==> src/rtl/ws2812b_pkg.sv <==
// rtl/ws2812b_pkg.sv - shared WS2812B receiver constants and FSM encodings
//
// Purpose: FSM state encodings for the RX decoder and default cycle constants
//          for a 64 MHz system clock, reused by the decoder, the demux and the
//          benches.
// Ports:   none (package).
package ws2812b_pkg;

  // Decoder FSM state encodings.
  typedef logic [1:0] rx_state_t;
  localparam logic [1:0] ST_WAIT_IDLE = 2'd0;
  localparam logic [1:0] ST_IDLE      = 2'd1;
  localparam logic [1:0] ST_HIGH      = 2'd2;
  localparam logic [1:0] ST_LOW       = 2'd3;

  // Default cycle constants at 64 MHz.
  localparam int T_THRESH_64M = 38;    // 0.6 us 0/1 decision point
  localparam int MIN_HIGH_64M = 6;     // shortest legal high pulse
  localparam int MAX_HIGH_64M = 100;   // longest legal high pulse
  localparam int IDLE_64M     = 3200;  // 50 us reset/latch gap

  // Width of the high/low pulse counters: wide enough to hold the idle gap.
  function automatic int cnt_width(input int idle_cyc);
    return $clog2(idle_cyc + 1);
  endfunction

endpackage

==> src/rtl/ws2812b_sync.sv <==
// rtl/ws2812b_sync.sv - 2-FF DIN synchroniser with edge strobes
//
// Purpose: brings the asynchronous DIN pin into the clk domain and keeps the
//          previous synchronised value to produce single-cycle edge strobes.
// Ports:
//   clk       in  system clock
//   reset     in  synchronous, active-high reset
//   din       in  asynchronous data pin
//   din_sync  out din after two flops (2-clk latency)
//   rise      out 1 in the first cycle din_sync is 1
//   fall      out 1 in the first cycle din_sync is 0
module ws2812b_sync (
  input  logic clk,
  input  logic reset,
  input  logic din,
  output logic din_sync,
  output logic rise,
  output logic fall
);

  logic meta_q;
  logic sync_q;
  logic prev_q;

  always_ff @(posedge clk) begin
    if (reset) begin
      meta_q <= 1'b0;
      sync_q <= 1'b0;
      prev_q <= 1'b0;
    end else begin
      meta_q <= din;
      sync_q <= meta_q;
      prev_q <= sync_q;
    end
  end

  assign din_sync = sync_q;
  assign rise     = sync_q & ~prev_q;
  assign fall     = ~sync_q & prev_q;

endmodule

==> src/rtl/ws2812b_rx_decoder.sv <==
// rtl/ws2812b_rx_decoder.sv - WS2812B pulse-width bit/byte decoder
//
// Purpose: measures every high pulse on the synchronised DIN line, classifies
//          it as a 0 or 1, assembles bits MSB-first into bytes and detects the
//          >= IDLE_CYC low reset/latch gap.
// Optional feature: define WS2812B_RX_ERRCHK_EN to flag runt (< MIN_HIGH_CYC)
//          and overlong (> MAX_HIGH_CYC) pulses on err and resynchronise on the
//          next idle gap. Without it err is held 0 and such pulses decode
//          normally.
// Ports:
//   clk         in  system clock
//   reset       in  synchronous, active-high reset
//   din         in  asynchronous WS2812B data pin
//   din_sync    out synchronised din (forwarded to the demux)
//   bit_valid   out 1-cycle pulse per decoded bit
//   bit_value   out decoded bit, valid with bit_valid
//   byte_valid  out 1-cycle pulse with the 8th bit of a byte
//   byte_data   out assembled byte, held until the next byte_valid
//   idle        out level, line low for >= IDLE_CYC since the last pulse
//   err         out 1-cycle pulse on a malformed pulse
module ws2812b_rx_decoder
  import ws2812b_pkg::*;
#(
  parameter int T_THRESH_CYC = T_THRESH_64M,
  parameter int IDLE_CYC     = IDLE_64M
`ifdef WS2812B_RX_ERRCHK_EN
  ,
  parameter int MIN_HIGH_CYC = MIN_HIGH_64M,
  parameter int MAX_HIGH_CYC = MAX_HIGH_64M
`endif
) (
  input  logic       clk,
  input  logic       reset,
  input  logic       din,
  output logic       din_sync,
  output logic       bit_valid,
  output logic       bit_value,
  output logic       byte_valid,
  output logic [7:0] byte_data,
  output logic       idle,
  output logic       err
);

  localparam int CW = cnt_width(IDLE_CYC);

  localparam logic [CW-1:0] IDLE_LIM = CW'(IDLE_CYC);
  localparam logic [CW-1:0] IDLE_M1  = CW'(IDLE_CYC - 1);
  localparam logic [CW-1:0] THRESH   = CW'(T_THRESH_CYC);
  localparam logic [CW-1:0] CNT_MAX  = '1;

  logic rise;
  logic fall;

  rx_state_t   state;
  logic [CW-1:0] high_cnt;
  logic [CW-1:0] low_cnt;
  logic [2:0]    bit_cnt;
  logic [6:0]    shift_q;   // the 8th bit completes the byte straight into byte_data
  logic          err_q;
  logic          new_bit;
  logic          runt;
  logic          overlong;

  ws2812b_sync u_sync (
    .clk      (clk),
    .reset    (reset),
    .din      (din),
    .din_sync (din_sync),
    .rise     (rise),
    .fall     (fall)
  );

  assign new_bit = (high_cnt >= THRESH);

`ifdef WS2812B_RX_ERRCHK_EN
  localparam logic [CW-1:0] MIN_LIM = CW'(MIN_HIGH_CYC);
  localparam logic [CW-1:0] MAX_LIM = CW'(MAX_HIGH_CYC);
  assign runt     = (high_cnt < MIN_LIM);
  // high_cnt == MAX while din_sync is still 1 means this cycle is high cycle MAX+1.
  assign overlong = (high_cnt == MAX_LIM);
`else
  assign runt     = 1'b0;
  assign overlong = 1'b0;
`endif

  always_ff @(posedge clk) begin
    if (reset) begin
      state      <= ST_WAIT_IDLE;
      high_cnt   <= '0;
      low_cnt    <= '0;
      bit_cnt    <= 3'd0;
      shift_q    <= 7'd0;
      bit_valid  <= 1'b0;
      bit_value  <= 1'b0;
      byte_valid <= 1'b0;
      byte_data  <= 8'd0;
      idle       <= 1'b0;
      err_q      <= 1'b0;
    end else begin
      bit_valid  <= 1'b0;
      byte_valid <= 1'b0;
      err_q      <= 1'b0;

      case (state)
        // Pulses are ignored until a full low gap proves we are between frames.
        ST_WAIT_IDLE: begin
          if (din_sync) begin
            low_cnt <= '0;
          end else if (low_cnt >= IDLE_M1) begin
            low_cnt <= IDLE_LIM;
            idle    <= 1'b1;
            state   <= ST_IDLE;
          end else begin
            low_cnt <= low_cnt + 1'b1;
          end
        end

        ST_IDLE: begin
          if (rise) begin
            idle     <= 1'b0;
            high_cnt <= CW'(1);
            bit_cnt  <= 3'd0;
            shift_q  <= 7'd0;
            state    <= ST_HIGH;
          end
        end

        ST_HIGH: begin
          if (fall) begin
            // The falling cycle is already the first low cycle of the gap.
            low_cnt <= CW'(1);
            if (runt) begin
              err_q <= 1'b1;
              state <= ST_WAIT_IDLE;
            end else begin
              bit_valid <= 1'b1;
              bit_value <= new_bit;
              shift_q   <= {shift_q[5:0], new_bit};
              bit_cnt   <= bit_cnt + 3'd1;
              if (bit_cnt == 3'd7) begin
                byte_valid <= 1'b1;
                byte_data  <= {shift_q, new_bit};
              end
              state <= ST_LOW;
            end
          end else if (overlong) begin
            err_q   <= 1'b1;
            low_cnt <= '0;
            state   <= ST_WAIT_IDLE;
          end else if (high_cnt != CNT_MAX) begin
            high_cnt <= high_cnt + 1'b1;
          end
        end

        ST_LOW: begin
          if (rise) begin
            high_cnt <= CW'(1);
            state    <= ST_HIGH;
          end else if (low_cnt >= IDLE_M1) begin
            // Latch gap: any partial byte is dropped and assembly realigns.
            low_cnt <= IDLE_LIM;
            idle    <= 1'b1;
            bit_cnt <= 3'd0;
            shift_q <= 7'd0;
            state   <= ST_IDLE;
          end else begin
            low_cnt <= low_cnt + 1'b1;
          end
        end

        default: state <= ST_WAIT_IDLE;
      endcase
    end
  end

  assign err = err_q;

endmodule

==> config.mk <==
export PLATFORM = sky130hd
export DESIGN_NAME = ws2812b_rx_decoder
export DESIGN_NICKNAME = d
export VERILOG_FILES = /design/src/rtl/ws2812b_pkg.sv /design/src/rtl/ws2812b_sync.sv /design/src/rtl/ws2812b_rx_decoder.sv
export SDC_FILE = /design/constraint.sdc
export NUM_CORES = 1
export LEC_CHECK = 0
export CAP_MARGIN = 20
export CELL_PAD_IN_SITES_DETAIL_PLACEMENT = 1
export CELL_PAD_IN_SITES_GLOBAL_PLACEMENT = 1
export CORE_MARGIN = 5
export CORE_UTILIZATION = 48
export CTS_CLUSTER_SIZE = 8
export DETAILED_ROUTE_END_ITERATION = 8
export PLACE_DENSITY_LB_ADDON = 0.05
export SLEW_MARGIN = 5
export SYNTH_ARGS = -nofsm -noshare
export SYNTH_HDL_FRONTEND = slang
export SYNTH_SLANG_ARGS = --single-unit
==> constraint.sdc <==
create_clock -name clk -period 3.2 [get_ports clk]
set_input_delay 0.8 -clock clk [delete_from_list [all_inputs] [get_ports clk]]
set_output_delay 0.8 -clock clk [all_outputs]
set_load 0.05 [all_outputs]
# Yosys cells after proc, flatten, opt, wreduce, memory -nomap -nowiden
# Cells that the tools add are included.
[totals] out_inout_bits=14 elab_cells=84 ff_bits=51
[op_classes] n_reduce_logical=15 order_cmp=2 bitwise=6 addsub=3 n_mux=32 eq_ne=13
[ops] op="$mux 12" n=7
[ops] op="$pmux 12 s3" n=1
[ops] op="$mux 7" n=4
[ops] op="$add 12x1->12 const B" n=2
[ops] op="$pmux 12 s2" n=1
[ops] op="$pmux 7 s3" n=1
[ops] op="$ne 2x2->1 const B" n=7
[ops] op="$ge 12x12->1 const B" n=1
[ops] op="$ge 12x6->1 const B" n=1
[ops] op="$mux 3" n=4
[ops] op="$ne 12x12->1 const B" n=1
[ops] op="$mux 2" n=5
[ops] op="$pmux 3 s3" n=1
[ops] op="$reduce_and 3->1" n=3
[ops] op="$reduce_bool 3->1" n=3
[ops] op="$pmux 2 s4" n=1
[ops] op="$reduce_and 4->1" n=2
[ops] op="$mux 1" n=6
[ops] op="$reduce_and 5->1" n=1
[ops] op="$eq 2x2->1 const B" n=2
[ops] op="$not 1->1" n=4
[ops] op="$reduce_or 2->1" n=2
[ops] op="$add 3x1->3 const B" n=1
[ops] op="$eq 3x3->1 const B" n=1
[ops] op="8 further kinds" n=9

# Depth between registers and ports, before layout
[depth] ltp_word=4 mapped_depth=6 mapped_depth_nobuf=6

# By module
# From an unflattened synthesis, not the netlist that was laid out.
[hier_totals] cells_unflattened=279 hier_area_um2=2341.0
[by_module_without_submodules] mod="ws2812b_rx_decoder" area_each_um2=2249.7 cells_each=271 n_inst=1
[by_module_without_submodules] mod="ws2812b_sync" area_each_um2=91.3 cells_each=8 n_inst=1

# Least setup slack after synthesis
# No wires, ideal clock.
[synth_path] path_type="reg-to-reg" start="register u_sync.sync_q, in the netlist u_sync.din_sync" end="register idle" path_stages_with_launch=6 slack_ps=1290 setup_ps=116 t_required_ps=3084 arrival_time_ps=1795 cell_sequence="dfxtp_1 -> buf_2 -> nand3b_1 -> a31o_2 -> a31o_2 -> and3_1"
[synth_via] elab_chain_len=3 word_cells_on_any_way=5 classes_between="eq/ne: 3; bitwise: 1; reduce/logical: 1"
[synth_lines] item="start: declaration" line_no="ws2812b_sync.sv:22" text="logic sync_q;"
[synth_lines] item="start signal: assignment" line_no="ws2812b_sync.sv:32" text="sync_q <= meta_q;"
[synth_lines] item="$and 1x1->1" line_no="ws2812b_sync.sv:38" text="assign rise = sync_q & ~prev_q;"
[synth_lines] item="$ne 2x2->1 (no line)"
[synth_lines] item="$reduce_and 4->1 (no line) *"
[synth_lines] item="end signal: assignment" line_no="ws2812b_rx_decoder.sv:97" text="idle <= 1'b0;"
[synth_lines] item="end signal: assignment" line_no="ws2812b_rx_decoder.sv:111" text="idle <= 1'b1;"
[synth_lines] item="end signal: assignment" line_no="ws2812b_rx_decoder.sv:120" text="idle <= 1'b0;"
[synth_lines] item="end: declaration" line_no="ws2812b_rx_decoder.sv:40" text="output logic idle,"
# Mark *: on every way between the ends. The rest lies on a longest branch, timed or not.
# A chain may end at the register's enable or synchronous reset.

# Final worst setup path
[layout_path] start="register u_sync.sync_q, in the netlist u_sync.din_sync" end="output port din_sync"
[layout_lines] item="end: declaration" line_no="ws2812b_rx_decoder.sv:35" text="output logic din_sync,"
# No word-level cell between the ends.

==> flow_metrics.tcl <==
set metrics [dict create \
    post_cts_resized 0 \
    max_stage_delay_ns 0.90 \
    grt_pass1_vias 2168 \
    grt_max_degree 28 \
    die_area_mm2 0.00675 \
    ys_types 58 \
    timing.final.crit_share_pct 81.7 \
    worstSetupStartpointType "register" \
    report.power.total_mw 1.05 \
    grt_overflow 0 \
    cp_top_family "buffers and inverters" \
    yosys-top-cells-count "dfxtp_1 (51), nand2_1 (37), a21oi_1 (21)" \
    cts_setup_buffers 0 \
    hold_class "reg -> reg" \
    yosysTopAreaCell "dfxtp_1" \
    synthesis.area_mm2 0.00250 \
    cts_buffers 5 \
    stdcell_count 377 \
    clk_latency_ns 0.30 \
    synth-seq-area-share_pct 40.8 \
    critPathBufInv 1 \
    wl_per_cell_um 15.6 \
    drt-pass1-iter-count 4 \
    die_w_um 82.2 \
    rsz0062_at_grt "false" \
    cts.sinks 51 \
    h-tree-depth 2 \
    synth_seq_cells 51 \
    synth.area.top_cells "dfxtp_1 (41%), nand2_1 (5.6%), mux2i_1 (4.4%), a21oi_1 (4.2%), or3_1 (3.3%)" \
    critical_path_class "reg -> out" \
    end_kind "primary output" \
    slowest_stage "clkdlybuf4s50_1" \
    yosysMostFrequentCell "dfxtp_1" \
    top_usage_layer "met2" \
    cts_hold_buf 0 \
    use_met1_pct 24.3 \
    max_freq_ghz 0.383 \
    core_mm2 0.00507 \
    powerDensity_mw_per_mm2 380 \
    via_per_inst 5.86 \
    setup_ws_ns 0.586 \
    avgSynthCellArea_um2 8.50 \
    place_ws_ns 0.601 \
    slew_headroom_pct 56.3 \
    gp_congestion 0.814 \
    start_util_pct 49.3 \
    die_h_um 82.2 \
    cp_cell_sequence "clkdlybuf4s50_1" \
    synth_top_area_share_pct 40.8 \
    cap_violations 0 \
    tns_ns 0 \
    drv_slew 0 \
    finalClockSkew_ns 0.00651 \
    path_max_fanout 15 \
    dpl.hpwl_um 4200 \
    yosys_warnings 0 \
    yosys_most_used_dff "dfxtp_1" \
    worstPathArrival_ns 1.81 \
    worst_pin_slew_ns 0.656 \
    outcome "finished, final reports clean" \
    layout_min_cycle_time_ns 2.61 \
    n_antenna_cell 0 \
    dp.cells 369 \
    nNetsFinal 314 \
    drive_above_1_share_pct 5.54 \
    io_buffer_count 15 \
    area_delta_synth_final_pct 11.0 \
    grt_use_met2_pct 32.7 \
    async_reset_ff_share_pct 0 \
    synthCells 294 \
    met3_usage_pct 3.58 \
    clockBufferDepth 2 \
    io_pins 17 \
    peakVddDrop_mv 0.261 \
    finalHoldViolCount 0 \
    synth_fp_nets 302 \
    routed_wl_um 5900 \
    clkTransAtPathRegs_ns 0.09 \
    leakagePower_nw 0.993 \
    grt_pass1_wl_um 10100 \
    root_buffer "clkbuf_8" \
    synth_edf_count 0 \
    ant_nets 0 \
    setup_viol 0 \
    antenna_found_initial 0 \
    required_ns 2.40 \
    rows 26 \
    first_iter_violations 68 \
    drc_errors 0 \
    vias 2209 \
    cts_tree "built" \
    grt_usage_pct 19.0 \
    final_util_pct 54.7 \
]
layer usage:
layer  vias up  part of all wire, %  wire (um)
met3         8                  2.5        150
met2        24                   49       2870
met1      1057                   47       2800
met5         -                    0          0
li1       1120                    -          -
met4         0                  1.3         74
kinds of logic (layout without fill, tap and decap cells):
kind of cell	Yosys count	after routing	synth area share, %
compound gates	74	74	19.5
mux	12	12	4.85
other cells	1	1	0.150
simple gates	132	132	28.6
buf+inv	19	32	3.55
fa+ha+maj	5	5	2.50
flops	51	51	40.8
flip-flops by register name, indices dropped and copies added (netlist names):
signal,cells
u_sync.meta_q,1
state,2
u_sync.prev_q,1
shift_q,7
bit_value,1
idle,1
byte_valid,1
bit_valid,1
u_sync.din_sync,1
low_cnt,12
bit_cnt,3
high_cnt,12
byte_data,8
where the power goes:
part,internal (mW),switching [mW],total [mW]
registers,0.639,0.00769,0.646
clock network,0.153,0.214,0.367
logic,0.0150,0.0259,0.0409
total,0.807,0.248,1.05
metrics by stage:
step	hold slack (ns)	cell area, um2
after floorplan	0.414	2500
after global routing	0.470	2780
final	0.453	2780
after global placement	0.434	2690
after CTS	0.460	2780
after detailed placement	0.434	2690
cells in the final DEF (no fill, tap or decap), types with 2 or more instances in the layout:
master            n
nor3_1            7
a31oi_1           3
clkbuf_8          5
a21oi_2           2
a21oi_1          21
o41ai_1           2
o21ai_1           2
o2111ai_1         2
nand2_1          37
buf_4             2
nand3_1          12
nor2_1           18
nand3b_1          3
o21ai_0          14
nor2b_1           7
mux2i_1          11
a31o_2            2
nand2b_1          3
dfxtp_1          51
or4_1             7
nor4_1            5
a211oi_1          4
and4_1            2
or3_1            13
and3_1            4
o32ai_1           2
inv_1             6
ha_1              5
nand4_1           4
clkdlybuf4s50_1  15
o31ai_1           7
final cells by class:
type / instances / area [um2]
Clock buffer: 6 / 72.6
Clock inverter: 2 / 12.5
Fill cell: 638 / 2300
Inverter: 7 / 26.3
Multi-Input combinational cell: 224 / 1390
Sequential cell: 51 / 1020
Tap cell: 70 / 87.6
Timing Repair Buffer: 17 / 165
worst paths after layout:
check | from | slack (ns) | endpoint | cells past startpoint
hold reg to reg | u_sync.meta_q$_SDFF_PP0_ | 0.45 | u_sync.din_sync$_SDFF_PP0_ | 1
setup / recovery | u_sync.din_sync$_SDFF_PP0_ | 0.59 | din_sync | 1
setup reg to reg | state[0]$_SDFFE_PP0P_ | 1.16 | high_cnt[2]$_SDFFE_PP0P_ | 4
hold / removal | u_sync.meta_q$_SDFF_PP0_ | 0.45 | u_sync.din_sync$_SDFF_PP0_ | 1
No activity file was read; power rests on OpenSTA's default activity.
